===== config.mk =====
export PLATFORM = sky130hd
export DESIGN_NAME = cdcm8_tx_modulator
export DESIGN_NICKNAME = d
export VERILOG_FILES = /design/src/rtl/cdcm8_tx_pkg.sv /design/src/rtl/cdcm8_tx_prbs7.sv /design/src/rtl/cdcm8_tx_modulator.sv
export SDC_FILE = /design/constraint.sdc
export NUM_CORES = 1
export LEC_CHECK = 0
export ABC_AREA = 0
export CORE_MARGIN = 5
export CORE_UTILIZATION = 57
export DETAILED_ROUTE_END_ITERATION = 6
export GPL_TIMING_DRIVEN = 0
export PLACE_DENSITY = 0.91
export SKIP_LAST_GASP = 1
export SYNTH_ARGS = -nofsm -noshare
export SYNTH_HDL_FRONTEND = slang
export SYNTH_SLANG_ARGS = --single-unit

===== constraint.sdc =====
create_clock -name clkDivIn -period 3.6 [get_ports clkDivIn]
set_input_delay 0.72 -clock clkDivIn [delete_from_list [all_inputs] [get_ports clkDivIn]]
set_output_delay 0.72 -clock clkDivIn [all_outputs]
set_load 0.01 [all_outputs]

===== src/rtl/cdcm8_tx_pkg.sv =====
// Shared constants for the CDCM-8 transmit modulator: word patterns, FSM encodings,
// counter widths and PRBS7 parameters. The receive side imports the same patterns.
package cdcm8_tx_pkg;

  // Rising edge always at bit 7; only the falling edge position carries information.
  localparam logic [7:0] kPatIdle = 8'b1111_0000;
  localparam logic [7:0] kPatZero = 8'b1110_0000;
  localparam logic [7:0] kPatOne  = 8'b1111_1000;

  localparam int kStateW = 2;
  typedef logic [kStateW-1:0] txState_t;

  localparam txState_t kStRst   = 2'd0;
  localparam txState_t kStTrain = 2'd1;
  localparam txState_t kStSync  = 2'd2;
  localparam txState_t kStRun   = 2'd3;

  localparam int kTrainCntW = 17;
  localparam int kSyncCntW  = 10;

  // x^7 + x^6 + 1, taps on register bits 6 and 5.
  localparam logic [6:0] kPrbsSeed = 7'h7F;
  localparam logic [6:0] kPrbsTaps = 7'b110_0000;

  function automatic logic [7:0] dataPattern(input logic bitVal);
    return bitVal ? kPatOne : kPatZero;
  endfunction

endpackage


===== src/rtl/cdcm8_tx_prbs7.sv =====
// PRBS7 source for link testing; compiled only when CDCM_TX_PRBS_EN is defined.
`ifdef CDCM_TX_PRBS_EN
module cdcm8_tx_prbs7
  import cdcm8_tx_pkg::*;
(
  input  logic clk_i,
  input  logic rst_i,
  input  logic en_i,
  input  logic reseed_i,
  output logic bit_o
);

  logic [6:0] lfsr_q;
  logic [6:0] lfsr_d;
  logic       feedback;

  assign feedback = ^(lfsr_q & kPrbsTaps);
  assign bit_o    = lfsr_q[6];

  always_comb begin
    lfsr_d = lfsr_q;
    if (reseed_i) begin
      lfsr_d = kPrbsSeed;
    end else if (en_i) begin
      lfsr_d = {lfsr_q[5:0], feedback};
    end
  end

  always_ff @(posedge clk_i or posedge rst_i) begin
    if (rst_i) begin
      lfsr_q <= kPrbsSeed;
    end else begin
      lfsr_q <= lfsr_d;
    end
  end

endmodule
`endif


===== src/rtl/cdcm8_tx_modulator.sv =====
// CDCM-8 transmit modulator: TRAIN -> SYNC -> RUN sequencing and duty-cycle word encoding.
// Optional PRBS7 payload source is enabled by defining CDCM_TX_PRBS_EN.
module cdcm8_tx_modulator
  import cdcm8_tx_pkg::*;
#(
  parameter int unsigned kTrainCycles = 65536,
  parameter int unsigned kSyncCycles  = 256,
  parameter string       kTxPolarity  = "FALSE"
) (
  input  logic       clkDivIn,
  input  logic       pwrOnRst,
  input  logic       initIn,
  input  logic       dataIn,
  input  logic       validIn,
  output logic       readyOut,
  input  logic       prbsModeIn,
  output logic       linkUpOut,
  output logic       trainingOut,
  output logic [7:0] dOutToDevice
);

  localparam logic                  kInvert    = (kTxPolarity == "TRUE");
  localparam logic [7:0]            kPolMask   = {8{kInvert}};
  localparam logic [kTrainCntW-1:0] kTrainLast = kTrainCntW'(kTrainCycles - 1);
  localparam logic [kSyncCntW-1:0]  kSyncLast  = kSyncCntW'(kSyncCycles - 1);

  txState_t              state_q,    state_d;
  logic [kTrainCntW-1:0] trainCnt_q, trainCnt_d;
  logic [kSyncCntW-1:0]  syncCnt_q,  syncCnt_d;
  logic [7:0]            dOut_q,     dOut_d;
  logic                  linkUp_q,   linkUp_d;
  logic                  training_q, training_d;

  logic       effValid;
  logic       effData;
  logic       xfer;
  logic [7:0] patWord;

  assign readyOut = (state_q == kStRun) && !initIn;
  assign xfer     = effValid && readyOut;

`ifdef CDCM_TX_PRBS_EN
  logic prbsBit;
  logic prbsActive;
  logic prbsReseed;

  assign prbsActive = prbsModeIn && (state_q == kStRun);
  assign effValid   = validIn || prbsActive;
  assign effData    = prbsActive ? prbsBit : dataIn;
  assign prbsReseed = (state_q != kStRun) && (state_d == kStRun);

  cdcm8_tx_prbs7 uPrbs (
    .clk_i    (clkDivIn),
    .rst_i    (pwrOnRst),
    .en_i     (xfer && prbsActive),
    .reseed_i (prbsReseed),
    .bit_o    (prbsBit)
  );
`else
  logic unusedPrbsMode;

  assign unusedPrbsMode = prbsModeIn;
  assign effValid       = validIn;
  assign effData        = dataIn;
`endif

  // Counters only advance below their terminal count, so they saturate rather than wrap.
  always_comb begin
    state_d    = state_q;
    trainCnt_d = trainCnt_q;
    syncCnt_d  = syncCnt_q;
    case (state_q)
      kStRst: begin
        state_d    = kStTrain;
        trainCnt_d = '0;
      end
      kStTrain: begin
        if (trainCnt_q == kTrainLast) begin
          state_d   = kStSync;
          syncCnt_d = '0;
        end else begin
          trainCnt_d = trainCnt_q + 1'b1;
        end
      end
      kStSync: begin
        if (syncCnt_q == kSyncLast) begin
          state_d = kStRun;
        end else begin
          syncCnt_d = syncCnt_q + 1'b1;
        end
      end
      kStRun: begin
        state_d = kStRun;
      end
      default: begin
        state_d = kStRst;
      end
    endcase
    if (initIn && (state_q != kStRst)) begin
      state_d    = kStTrain;
      trainCnt_d = '0;
      syncCnt_d  = '0;
    end
  end

  // The word is chosen from the state being entered so it lines up with the registered flags.
  always_comb begin
    patWord = 8'h00;
    case (state_d)
      kStTrain: patWord = kPatIdle;
      kStSync:  patWord = syncCnt_d[0] ? kPatZero : kPatOne;
      kStRun:   patWord = xfer ? dataPattern(effData) : kPatIdle;
      default:  patWord = 8'h00;
    endcase
    dOut_d     = patWord ^ kPolMask;
    linkUp_d   = (state_d == kStRun);
    training_d = (state_d == kStTrain) || (state_d == kStSync);
  end

  always_ff @(posedge clkDivIn or posedge pwrOnRst) begin
    if (pwrOnRst) begin
      state_q    <= kStRst;
      trainCnt_q <= '0;
      syncCnt_q  <= '0;
      dOut_q     <= kPolMask;
      linkUp_q   <= 1'b0;
      training_q <= 1'b0;
    end else begin
      state_q    <= state_d;
      trainCnt_q <= trainCnt_d;
      syncCnt_q  <= syncCnt_d;
      dOut_q     <= dOut_d;
      linkUp_q   <= linkUp_d;
      training_q <= training_d;
    end
  end

  assign dOutToDevice = dOut_q;
  assign linkUpOut    = linkUp_q;
  assign trainingOut  = training_q;

endmodule

==> flow_summary.yaml <==
placement:
  gp_congestion: 0.9015
  placed_area_mm2: 0.002216
  placement.io_buffers: 12
  hpwl_um: 2902
clocking:
  cts_buffers: 5
  hold_buffers: 0
  clock-sinks: 34
  htree_levels: 2
  cts_tree: "done"
  root_buffer: "clkbuf_4"
  post_cts_buffers: 0
  clockBufferDepth: 2
  clock_latency_ps: 360
  clkSlewWorstSetupHoldPaths_ps: 110
  post_cts_resized: 0
pwr:
  vdd_drop_max_mv: 0.2444
  p_leak_nw: 0.9885
  finalPower_uw: 630.9
  p_per_area_mw_per_mm2: 278.7
grt:
  grt_pass1_vias: 1594
  grt_max_degree: 35
  grt_pass1_wl_um: 7383
  antenna_found_initial: 0
  grt.overflow.total: 0
  groute.usage.overall: 0.1884
yosys:
  synth-edff-count: 0
  ys.flop_type: "dfrtp_1"
  ys_seq_elements: 34
  syn_area_per_cell_um2: 9.670
  synth_area_mm2: 0.002031
  yosysWarnings: 0
  ys_seq_area_frac: 0.4190
  synthCells: 210
  synth.distinct_cells: 49
  postSynth.asyncResetShare: 1.000
timing:
  min_period_ps: 3088
  relSlewSlack: 0.5392
  hold_slack_ps: 534.8
  fin_worst_skew_ps: 10.92
  hold_viol_final: 0
  finalCritPeriodShare: 0.8577
  finalSetupTns_ps: 0
  setup_viol: 0
  rsz0062_at_grt: "false"
  slew_viol_final: 0
  tightest_slew_ps: 690.2
  clock.fmax_mhz: 323.9
flow_run:
  maxCapViolations: 0
detailed_routing:
  first_pass_iters: 4
  viasPerCell: 6.032
  drc: 0
  antenna_left: 0
  drt_iter0_markers: 126
  vias: 1671
  wl_per_cell_um: 15.00
  wirelength_um: 4155
final_layout:
  finalInstanceArea_mm2: 0.002263
  area_growth_pct: 11.46
  num_antenna_cells: 0
  drive_gt1_frac: 0.1082
  finalNetCount: 248
floorplan:
  die_x_um: 69.69
  die-area_mm2: 0.004856
  die_h_um: 69.69
  core_area_mm2: 0.003390
  ios: 17
  row_count: 21
  start_util: 0.5991
setup_path:
  required_ps: 3860
  crit_family: "simple AND/OR/NAND/NOR gates"
  critical_path.cell_chain: "and4_1 > buf_6 > nand2_1 > nor4_1 > ha_1 > nor2b_1 > clkbuf_1 > o21ai_0 > and3_4 > inv_1 > ha_1 > inv_1 > o221ai_1 > a31oi_1 > a211oi_2"
  slowest_delay_ps: 420
  worstSetupPathType: "reg2reg"
  startpoint_type: "register"
  cp_max_fo: 8
  arrival_ps: 3340
  cp_slowest_cell: "dfrtp_1"
  cp_num_buf_inv: 4
  endpoint_kind: "register"
outcome:
  status: "complete, no violations"
min_path:
  hold_class: "reg2reg"
## layout by cell type, fill, tap and decap left out, types with 3 or more instances in the layout
cell type,n
inv_1,10
o21ai_0,3
a211oi_1,3
clkbuf_1,4
clkbuf_4,5
nand3_1,15
conb_1,3
o211ai_1,3
nor2b_1,3
a21oi_1,3
ha_1,11
and4_1,5
dfrtp_1,34
a31oi_1,11
nand4_1,8
buf_4,6
mux2i_1,4
clkdlybuf4s50_1,12
nor2_1,16
or4_1,7
and3_1,4
nand2_1,14
xnor2_1,3
xor2_1,7
## metrics by stage
| step | setup WS [ps] | utilization | instances |
|---|---|---|---|
| 4_1_cts | 474.8 | 0.6678 | 277 |
| 2_1_floorplan | 983.0 | - | 212 |
| 5_1_grt | 179.2 | 0.6678 | 277 |
| 3_3_place_gp | 653.6 | 0.6537 | 270 |
| 3_5_place_dp | 474.1 | 0.6537 | 270 |
| 6_report | 512.4 | 0.6678 | 277 |
## synthesized netlist by cell type (2+ instances only)
| master | n | area (µm²) |
|---|---|---|
| nand2b_1 | 2 | 12.51 |
| o21ai_0 | 3 | 15.01 |
| nand3_1 | 15 | 75.07 |
| clkbuf_1 | 4 | 15.01 |
| o31ai_1 | 2 | 15.01 |
| a221oi_1 | 2 | 17.52 |
| o21a_1 | 2 | 15.01 |
| dfrtp_1 | 34 | 850.8 |
| nor3_1 | 2 | 10.01 |
| and4_1 | 5 | 43.79 |
| a41oi_1 | 2 | 17.52 |
| inv_1 | 11 | 41.29 |
| nand2_1 | 14 | 52.55 |
| nand4_1 | 8 | 50.05 |
| and3_1 | 4 | 25.02 |
| ha_1 | 11 | 137.6 |
| mux2i_1 | 4 | 40.04 |
| xnor2_1 | 3 | 26.28 |
| a31oi_1 | 11 | 68.82 |
| a211oi_1 | 3 | 22.52 |
| buf_4 | 6 | 45.04 |
| a21oi_1 | 3 | 15.01 |
| xor2_1 | 7 | 61.31 |
| buf_2 | 2 | 10.01 |
| o211ai_1 | 3 | 22.52 |
| nor2_1 | 16 | 60.06 |
| nor2b_1 | 3 | 18.77 |
| or4_1 | 7 | 52.55 |
## worst paths after layout
| kind | slack, ps | depth (start not counted) | start | end |
|---|---|---|---|---|
| min in group asynchronous | 770 | 2 | pwrOnRst | trainCnt_q[16] |
| hold / removal | 530 | 1 | syncCnt_q[7] | syncCnt_q[7] |
| hold reg to reg | 530 | 1 | syncCnt_q[7] | syncCnt_q[7] |
| max in group asynchronous | 2380 | 2 | pwrOnRst | trainCnt_q[4] |
| setup reg to reg | 510 | 15 | trainCnt_q[2] | dOutToDevice[4] |
| setup / recovery | 510 | 15 | trainCnt_q[2] | dOutToDevice[4] |
## registers in the layout (all words and copies together), names as in the netlist
register / flops
state_q: 2
trainingOut: 1
dOutToDevice: 3
trainCnt_q: 17
linkUpOut: 1
syncCnt_q: 10
## worst register-to-register path, cell delays in order (launching register included)
cell and delay, ps:
dfrtp_1 420, and4_1 210, buf_6 130, nand2_1 60
nor4_1 340, ha_1 270, nor2b_1 60, clkbuf_1 220
o21ai_0 240, and3_4 240, inv_1 60, ha_1 220
inv_1 60, o221ai_1 140, a31oi_1 230, a211oi_2 70
## layer usage
layer,wire length [µm],vias up,global-route usage
met5,0,-,0
met1,1740,800,0.2348
met4,86,0,0.07447
met3,223,9,0.04493
li1,-,815,-
met2,2105,47,0.3136
## logic make-up (layout without fill, tap and decap cells)
logic type | Yosys count | count (layout) | share of synthesized area
XOR/XNOR | 10 | 10 | 0.04313
buffers and inverters | 25 | 44 | 0.06284
AO/OA/AOI/OAI | 37 | 37 | 0.1312
adder cells (fa/ha/maj) | 11 | 11 | 0.06777
multiplexers | 4 | 4 | 0.01972
other | 1 | 3 | 0.001847
AND/OR/NAND/NOR | 88 | 88 | 0.2545
flip-flops | 34 | 34 | 0.4190
## area by class of cell
class / instances / area [µm²]
buffer: 14 / 86.33
clock buffer: 5 / 37.54
clock inverter: 2 / 10.01
fill: 276 / 1126
inverter: 11 / 41.29
multi-input combinational: 153 / 1060
sequential: 34 / 850.8
tap: 46 / 57.56
timing repair buffer: 12 / 120.1
## power breakdown
| part | internal, mW | switching, mW |
|---|---|---|
| combinational | 0.0137 | 0.0230 |
| sequential | 0.384 | 0.00262 |
| clock | 0.0701 | 0.137 |
Power figures use the tool's default switching activity.
